===== src/rtl/fetch_ctrl_if.sv =====
`default_nettype none
// ============================================================================
// Module      : fetch_ctrl_if
// Description : Instruction-memory / datapath / PC-select bundle of fetch_ctrl.
// Revision    : 1.0 - initial release
// ============================================================================
interface fetch_ctrl_if;
    logic        mem_ack;
    logic [15:0] mem_rdata;
    logic        exec_done;
    logic        zero_flag;
    logic        stall;
    logic        resume;
    logic        mem_req;
    logic [15:0] IR;
    logic        instr_valid;
    logic [1:0]  PC_MUX;
    logic [1:0]  PC_DIRECT_CH;
    logic        halted;
    logic        fetch_err;
    logic [15:0] retired;

    // master: the controller itself; slave: memory, datapath and PC logic
    modport master (
        input  mem_ack, mem_rdata, exec_done, zero_flag, stall, resume,
        output mem_req, IR, instr_valid, PC_MUX, PC_DIRECT_CH, halted,
               fetch_err, retired
    );
    modport slave (
        output mem_ack, mem_rdata, exec_done, zero_flag, stall, resume,
        input  mem_req, IR, instr_valid, PC_MUX, PC_DIRECT_CH, halted,
               fetch_err, retired
    );
endinterface
`default_nettype wire


===== src/rtl/fetch_ctrl.sv =====
`default_nettype none
// ============================================================================
// Module      : fetch_ctrl
// Description : Fetch/execute sequencer with branch decode and fetch timeout.
// Revision    : 1.0 - initial release
// ============================================================================
module fetch_ctrl #(
    parameter int TIMEOUT = 15
) (
    input  wire logic   clk,
    input  wire logic   reset,
    fetch_ctrl_if.master bus
);
    localparam int c_CNT_W = (TIMEOUT < 1) ? 1 : $clog2(TIMEOUT + 1);
    localparam logic [c_CNT_W-1:0] c_TIMEOUT = c_CNT_W'(TIMEOUT);
    localparam logic [c_CNT_W-1:0] c_CNT_ONE = c_CNT_W'(1);

    typedef enum logic [1:0] {
        S_INIT  = 2'd0,
        S_FETCH = 2'd1,
        S_EXEC  = 2'd2,
        S_HALT  = 2'd3
    } state_t;

    state_t               r_state;
    logic [15:0]          r_ir;
    logic [c_CNT_W-1:0]   r_cnt;
    logic [15:0]          r_retired;
    logic                 r_fetch_err;

    logic                 w_done;
    logic                 w_is_halt;
    logic [1:0]           w_pc_mux;
    logic [1:0]           w_direct_ch;
    logic                 w_mem_req;
    logic                 w_instr_valid;
    logic                 w_halted;

    assign w_done    = (r_state == S_EXEC) && bus.exec_done && !bus.stall;
    assign w_is_halt = (r_ir[15:12] == 4'hF) && (r_ir[11:0] == 12'h000);

    always_ff @(posedge clk or negedge reset) begin
        if (!reset) begin
            r_state     <= S_INIT;
            r_ir        <= 16'h0000;
            r_cnt       <= '0;
            r_retired   <= 16'h0000;
            r_fetch_err <= 1'b0;
        end else begin
            case (r_state)
                S_INIT: r_state <= S_FETCH;
                S_FETCH: begin
                    // A late acknowledge still beats the timeout in the same cycle
                    if (bus.mem_ack) begin
                        r_ir    <= bus.mem_rdata;
                        r_cnt   <= '0;
                        r_state <= S_EXEC;
                    end else if (r_cnt == c_TIMEOUT) begin
                        r_cnt       <= '0;
                        r_fetch_err <= 1'b1;
                        r_state     <= S_HALT;
                    end else begin
                        r_cnt <= r_cnt + c_CNT_ONE;
                    end
                end
                S_EXEC: begin
                    if (w_done) begin
                        r_retired <= r_retired + 16'd1;
                        r_state   <= w_is_halt ? S_HALT : S_FETCH;
                    end
                end
                S_HALT: begin
                    if (bus.resume) begin
                        r_fetch_err <= 1'b0;
                        r_state     <= S_FETCH;
                    end
                end
                default: r_state <= S_INIT;
            endcase
        end
    end

    always_comb begin
        w_pc_mux      = 2'b00;
        w_direct_ch   = 2'b00;
        w_mem_req     = 1'b0;
        w_instr_valid = 1'b0;
        w_halted      = 1'b0;
        case (r_state)
            S_INIT:  w_pc_mux  = 2'b11;
            S_FETCH: w_mem_req = 1'b1;
            S_EXEC: begin
                w_instr_valid = 1'b1;
                if (w_done) begin
                    case (r_ir[15:12])
                        4'hC: begin w_pc_mux = 2'b01; w_direct_ch = 2'b01; end
                        4'hD: begin w_pc_mux = 2'b01; w_direct_ch = 2'b10; end
                        4'hE: begin
                            // Taken branch selects RESULT_PC, channel 00
                            w_pc_mux = bus.zero_flag ? 2'b01 : 2'b10;
                        end
                        4'hF:    w_pc_mux = w_is_halt ? 2'b00 : 2'b10;
                        default: w_pc_mux = 2'b10;
                    endcase
                end
            end
            S_HALT: begin
                w_halted = 1'b1;
                if (bus.resume) w_pc_mux = 2'b10;
            end
            default: w_pc_mux = 2'b11;
        endcase
    end

    assign bus.mem_req      = w_mem_req;
    assign bus.IR           = r_ir;
    assign bus.instr_valid  = w_instr_valid;
    assign bus.PC_MUX       = w_pc_mux;
    assign bus.PC_DIRECT_CH = w_direct_ch;
    assign bus.halted       = w_halted;
    assign bus.fetch_err    = r_fetch_err;
    assign bus.retired      = r_retired;
endmodule
`default_nettype wire


===== src/flat_wrapper.sv =====
// flat-port wrapper written by rule: the top's interface ports become plain ports
module fetch_ctrl_flat 
#(
    parameter int TIMEOUT = 15
)
  (clk, reset, bus_mem_ack, bus_mem_rdata, bus_exec_done, bus_zero_flag, bus_stall, bus_resume, bus_mem_req, bus_IR, bus_instr_valid, bus_PC_MUX, bus_PC_DIRECT_CH, bus_halted, bus_fetch_err, bus_retired);
  fetch_ctrl_if bus_i ();
  input  wire logic clk;
  input  wire logic reset;
  input wire logic [$bits(bus_i.mem_ack)-1:0] bus_mem_ack;
  input wire logic [$bits(bus_i.mem_rdata)-1:0] bus_mem_rdata;
  input wire logic [$bits(bus_i.exec_done)-1:0] bus_exec_done;
  input wire logic [$bits(bus_i.zero_flag)-1:0] bus_zero_flag;
  input wire logic [$bits(bus_i.stall)-1:0] bus_stall;
  input wire logic [$bits(bus_i.resume)-1:0] bus_resume;
  output wire logic [$bits(bus_i.mem_req)-1:0] bus_mem_req;
  output wire logic [$bits(bus_i.IR)-1:0] bus_IR;
  output wire logic [$bits(bus_i.instr_valid)-1:0] bus_instr_valid;
  output wire logic [$bits(bus_i.PC_MUX)-1:0] bus_PC_MUX;
  output wire logic [$bits(bus_i.PC_DIRECT_CH)-1:0] bus_PC_DIRECT_CH;
  output wire logic [$bits(bus_i.halted)-1:0] bus_halted;
  output wire logic [$bits(bus_i.fetch_err)-1:0] bus_fetch_err;
  output wire logic [$bits(bus_i.retired)-1:0] bus_retired;
  assign bus_i.mem_ack = bus_mem_ack;
  assign bus_i.mem_rdata = bus_mem_rdata;
  assign bus_i.exec_done = bus_exec_done;
  assign bus_i.zero_flag = bus_zero_flag;
  assign bus_i.stall = bus_stall;
  assign bus_i.resume = bus_resume;
  assign bus_mem_req = bus_i.mem_req;
  assign bus_IR = bus_i.IR;
  assign bus_instr_valid = bus_i.instr_valid;
  assign bus_PC_MUX = bus_i.PC_MUX;
  assign bus_PC_DIRECT_CH = bus_i.PC_DIRECT_CH;
  assign bus_halted = bus_i.halted;
  assign bus_fetch_err = bus_i.fetch_err;
  assign bus_retired = bus_i.retired;
  fetch_ctrl #(.TIMEOUT(TIMEOUT)) u_core (.clk(clk), .reset(reset), .bus(bus_i));
endmodule

===== config.mk =====
export PLATFORM = sky130hd
export DESIGN_NAME = fetch_ctrl_flat
export DESIGN_NICKNAME = d
export VERILOG_FILES = /design/src/rtl/fetch_ctrl_if.sv /design/src/rtl/fetch_ctrl.sv /design/src/flat_wrapper.sv
export SDC_FILE = /design/constraint.sdc
export NUM_CORES = 1
export LEC_CHECK = 0
export BUFFER_PORTS_ARGS = -buffer_cell sky130_fd_sc_hd__buf_4
export CAP_MARGIN = 20
export CORE_MARGIN = 2
export CORE_UTILIZATION = 36
export DETAILED_ROUTE_END_ITERATION = 10
export GPL_TIMING_DRIVEN = 0
export PLACE_DENSITY = 0.75
export SLEW_MARGIN = 20
export SYNTH_ARGS = -nofsm -noshare
export SYNTH_HDL_FRONTEND = slang
export SYNTH_SLANG_ARGS = --single-unit

===== constraint.sdc =====
create_clock -name clk -period 1.8 [get_ports clk]
set_input_delay 0.18 -clock clk [delete_from_list [all_inputs] [get_ports clk]]
set_output_delay 0.18 -clock clk [all_outputs]
set_load 0.02 [all_outputs]

==> impl_metrics.ini <==
[timing]
hold_violations = 0
rsz0062_at_grt = true
fmax_mhz = 560
drv_slew = 0
worstMarginPinSlew_ps = 494
slew_headroom_pct = 67.0
setup_viol = 0
finalCritPeriodShare_pct = 99.2
period_minus_slack_ps = 1790
setup_tns_ps = 0
final.setup_skew_ps = 10.7

[synthesis]
synth-seq-area-share_pct = 52.6
syn_area_um2 = 1860
synth_nets = 184
synth_seq_cells = 39
avgSynthCellArea_um2 = 11.9
synth_cell_types = 35
ys_async_sr_fraction_pct = 100
synthCells = 156
synth_warnings = 0
ys.flop_type = dfrtp_1
synth_edf_count = 0

[routing]
viasPerCell = 4.86
drc_errors = 0
vias = 1488
wl_um = 4120
drt_first_iter_violations = 36
ant_nets = 0
wl_per_cell_um = 13.5
detail_route.first_pass.iterations = 4

[placement]
io_buffer_count = 62
hpwl_um = 2990
gp_congestion = 0.793

[die]
core.rowCount = 26
die_area_um2 = 5750
io_pins = 63
die_h_um = 75.8
chipWidth_um = 75.8
core-area_um2 = 5040
start_util_pct = 36.8

[power_and_ir_drop]
total_power_w = 0.00401
peakVddDrop_uv = 1040
switching_share_pct = 38.3
combPwrFrac_pct = 48.4
leakagePower_nw = 1.30
clockPowerShare_pct = 14.7
power.density_nw_per_um2 = 1460
intPower_w = 0.00247
p_seq_share_pct = 36.9
p_switching_w = 0.00153

[critical_path]
worst_setup_path_start_kind = register
cp-end-kind = primary output
path_max_fanout = 4
crit_type = reg -> out
worstPathRequired_ps = 1620
arrival_ps = 1610

[layout]
n_fill_cell = 464
area.sequential_um2 = 978
syn_to_final_growth_pct = 47.3
nets = 264
insertedDiodeCount = 0
drive_gt1_share_pct = 50.8
multi_input_comb_area_um2 = 935

[global_routing]
grt_pass1_wl_um = 6470
grt_max_degree = 40
grt-ovfl-total = 0
grtUsageTotal_pct = 14.9
antenna_found_initial = 0
grt_pass1_vias = 1391

[clock_tree]
cts_max_level = 2
root_buffer = clkbuf_8
clockBufferDepth = 2
clkSinkCount = 39
path_clk_slew_ps = 80
cts-buffers-inserted = 5
clk_latency_ps = 280
cts_tree = done

[status]
status = finished clean

[flow_run]
max_cap_viol_count = 0

[hold_path]
hp-class = in -> reg
cells in the mapped netlist, drive strengths merged, types with 2 or more instances:
cell    count  area share, %
nand2b      2           0.67
nor2b       2           0.67
nand3       9            2.4
o22ai       4            1.3
nor2        7            1.4
a22o        2           0.94
o21ai       3           0.81
inv         9            1.8
xor2        5            2.4
nor4        5            3.3
ha          5            3.4
nor3        3            1.1
xnor2      10            4.7
mux2       17             10
buf         2           0.54
nand4       7            3.2
nand2      10            2.0
a21oi       2           0.54
dfrtp      39             53
kinds of logic (layout without fill, tap and decap cells):
kind of cell    count (synthesis)  count (layout)  synth area share (%)
mux                            17              17                  10.3
simple gates                   51              51                  17.7
flops                          39              39                  52.6
buf+inv                        11              91                  2.36
compound gates                 18              18                  6.60
fa+ha+maj                       5               5                  3.37
xor+xnor                       15              15                  7.08
placed cells by master, fill, tap and decap left out, types with 5 or more instances in the layout:
cell type / synthesis / routed
xnor2_1: 10 / 10
nand4_1: 6 / 6
nand3_1: 9 / 8
mux2_2: 17 / 17
clkbuf_8: 0 / 6
buf_4: 0 / 69
inv_1: 9 / 7
dfrtp_1: 39 / 37
nand2_1: 10 / 9
xor2_1: 5 / 5
nor2_1: 7 / 6
repair_timing:
item / 4_1_cts / 5_1_grt
endpoints found under the setup margin: 16 / 15
buffers inserted: 8 / 1
hold buffers: 1 / 0
resized for setup: 13 / 10
cloned: 0 / 1
endpoints found under the hold margin: 39 / 0
pin swaps: 7 / 5
worst paths after layout:
kind / endpoint / slack (ps) / start / depth (start not counted)
max in group asynchronous: u_core.bus.IR[12] / 1020 / reset / 2
worst max-delay path: bus_PC_MUX[1] / 10 / u_core.r_state[1] / 6
worst min-delay path: u_core.bus.IR[5] / 130 / bus_mem_rdata[5] / 2
worst max register to register: u_core.r_state[1] / 90 / u_core.r_state[0] / 6
min in group asynchronous: u_core.bus.retired[4] / 400 / reset / 2
worst min register to register: u_core.bus.retired[15] / 470 / u_core.bus.retired[15] / 1
metal layers:
metal / part of all wire, % / global-route usage [%] / up-vias
met1: 42 / 19.4 / 721
li1: - / - / 719
met3: 7.7 / 5.29 / 2
met2: 50 / 23.7 / 46
met5: 0 / 0 / -
met4: 0.24 / 3.51 / 0
flip-flops by register name (all words and copies together) (netlist names):
| signal | cells |
|---|---|
| u_core.r_cnt | 4 |
| u_core.bus.fetch_err | 1 |
| u_core.r_state | 2 |
| u_core.bus.retired | 16 |
| u_core.bus.IR | 16 |
power groups by stage:
stage,clock (W),combinational [W],sequential (W)
detailed placement,0,0.00165,0.00148
global placement,0,0.00162,0.00147
global route,0.000658,0.00210,0.00153
floorplan,0,0.000752,0.00168
CTS,0.000608,0.00184,0.00147
finish,0.000590,0.00194,0.00148
area by class of cell:
class / instances / area share [%]
Buffer: 2 / 0.961
Timing Repair Buffer: 73 / 21.4
Clock buffer: 6 / 3.02
Inverter: 9 / 1.33
Tap cell: 70 / 3.20
Clock inverter: 1 / 0.183
Sequential cell: 39 / 35.8
Multi-Input combinational cell: 106 / 34.2
worst max-delay path, cell delays in order, from the launching register on:
cell	delay [ps]
dfrtp_2	450
ha_2	200
nand2_1	120
nand4_1	100
a31oi_1	200
a311oi_2	70
buf_4	170
through the flow:
stage | setup slack (ps) | instances | hold slack (ps) | utilization (%) | area [um^2]
floorplan | 56.4 | 156 | -116 | - | 1880
global placement | -21.4 | 288 | 187 | 48.3 | 2430
detailed placement | -36.0 | 288 | 183 | 48.3 | 2430
CTS | -27.0 | 304 | 117 | 52.7 | 2660
global route | -143 | 306 | 114 | 54.2 | 2740
finish | 14.7 | 306 | 127 | 54.2 | 2740
Note: power is estimated with default switching activity, not from simulation.
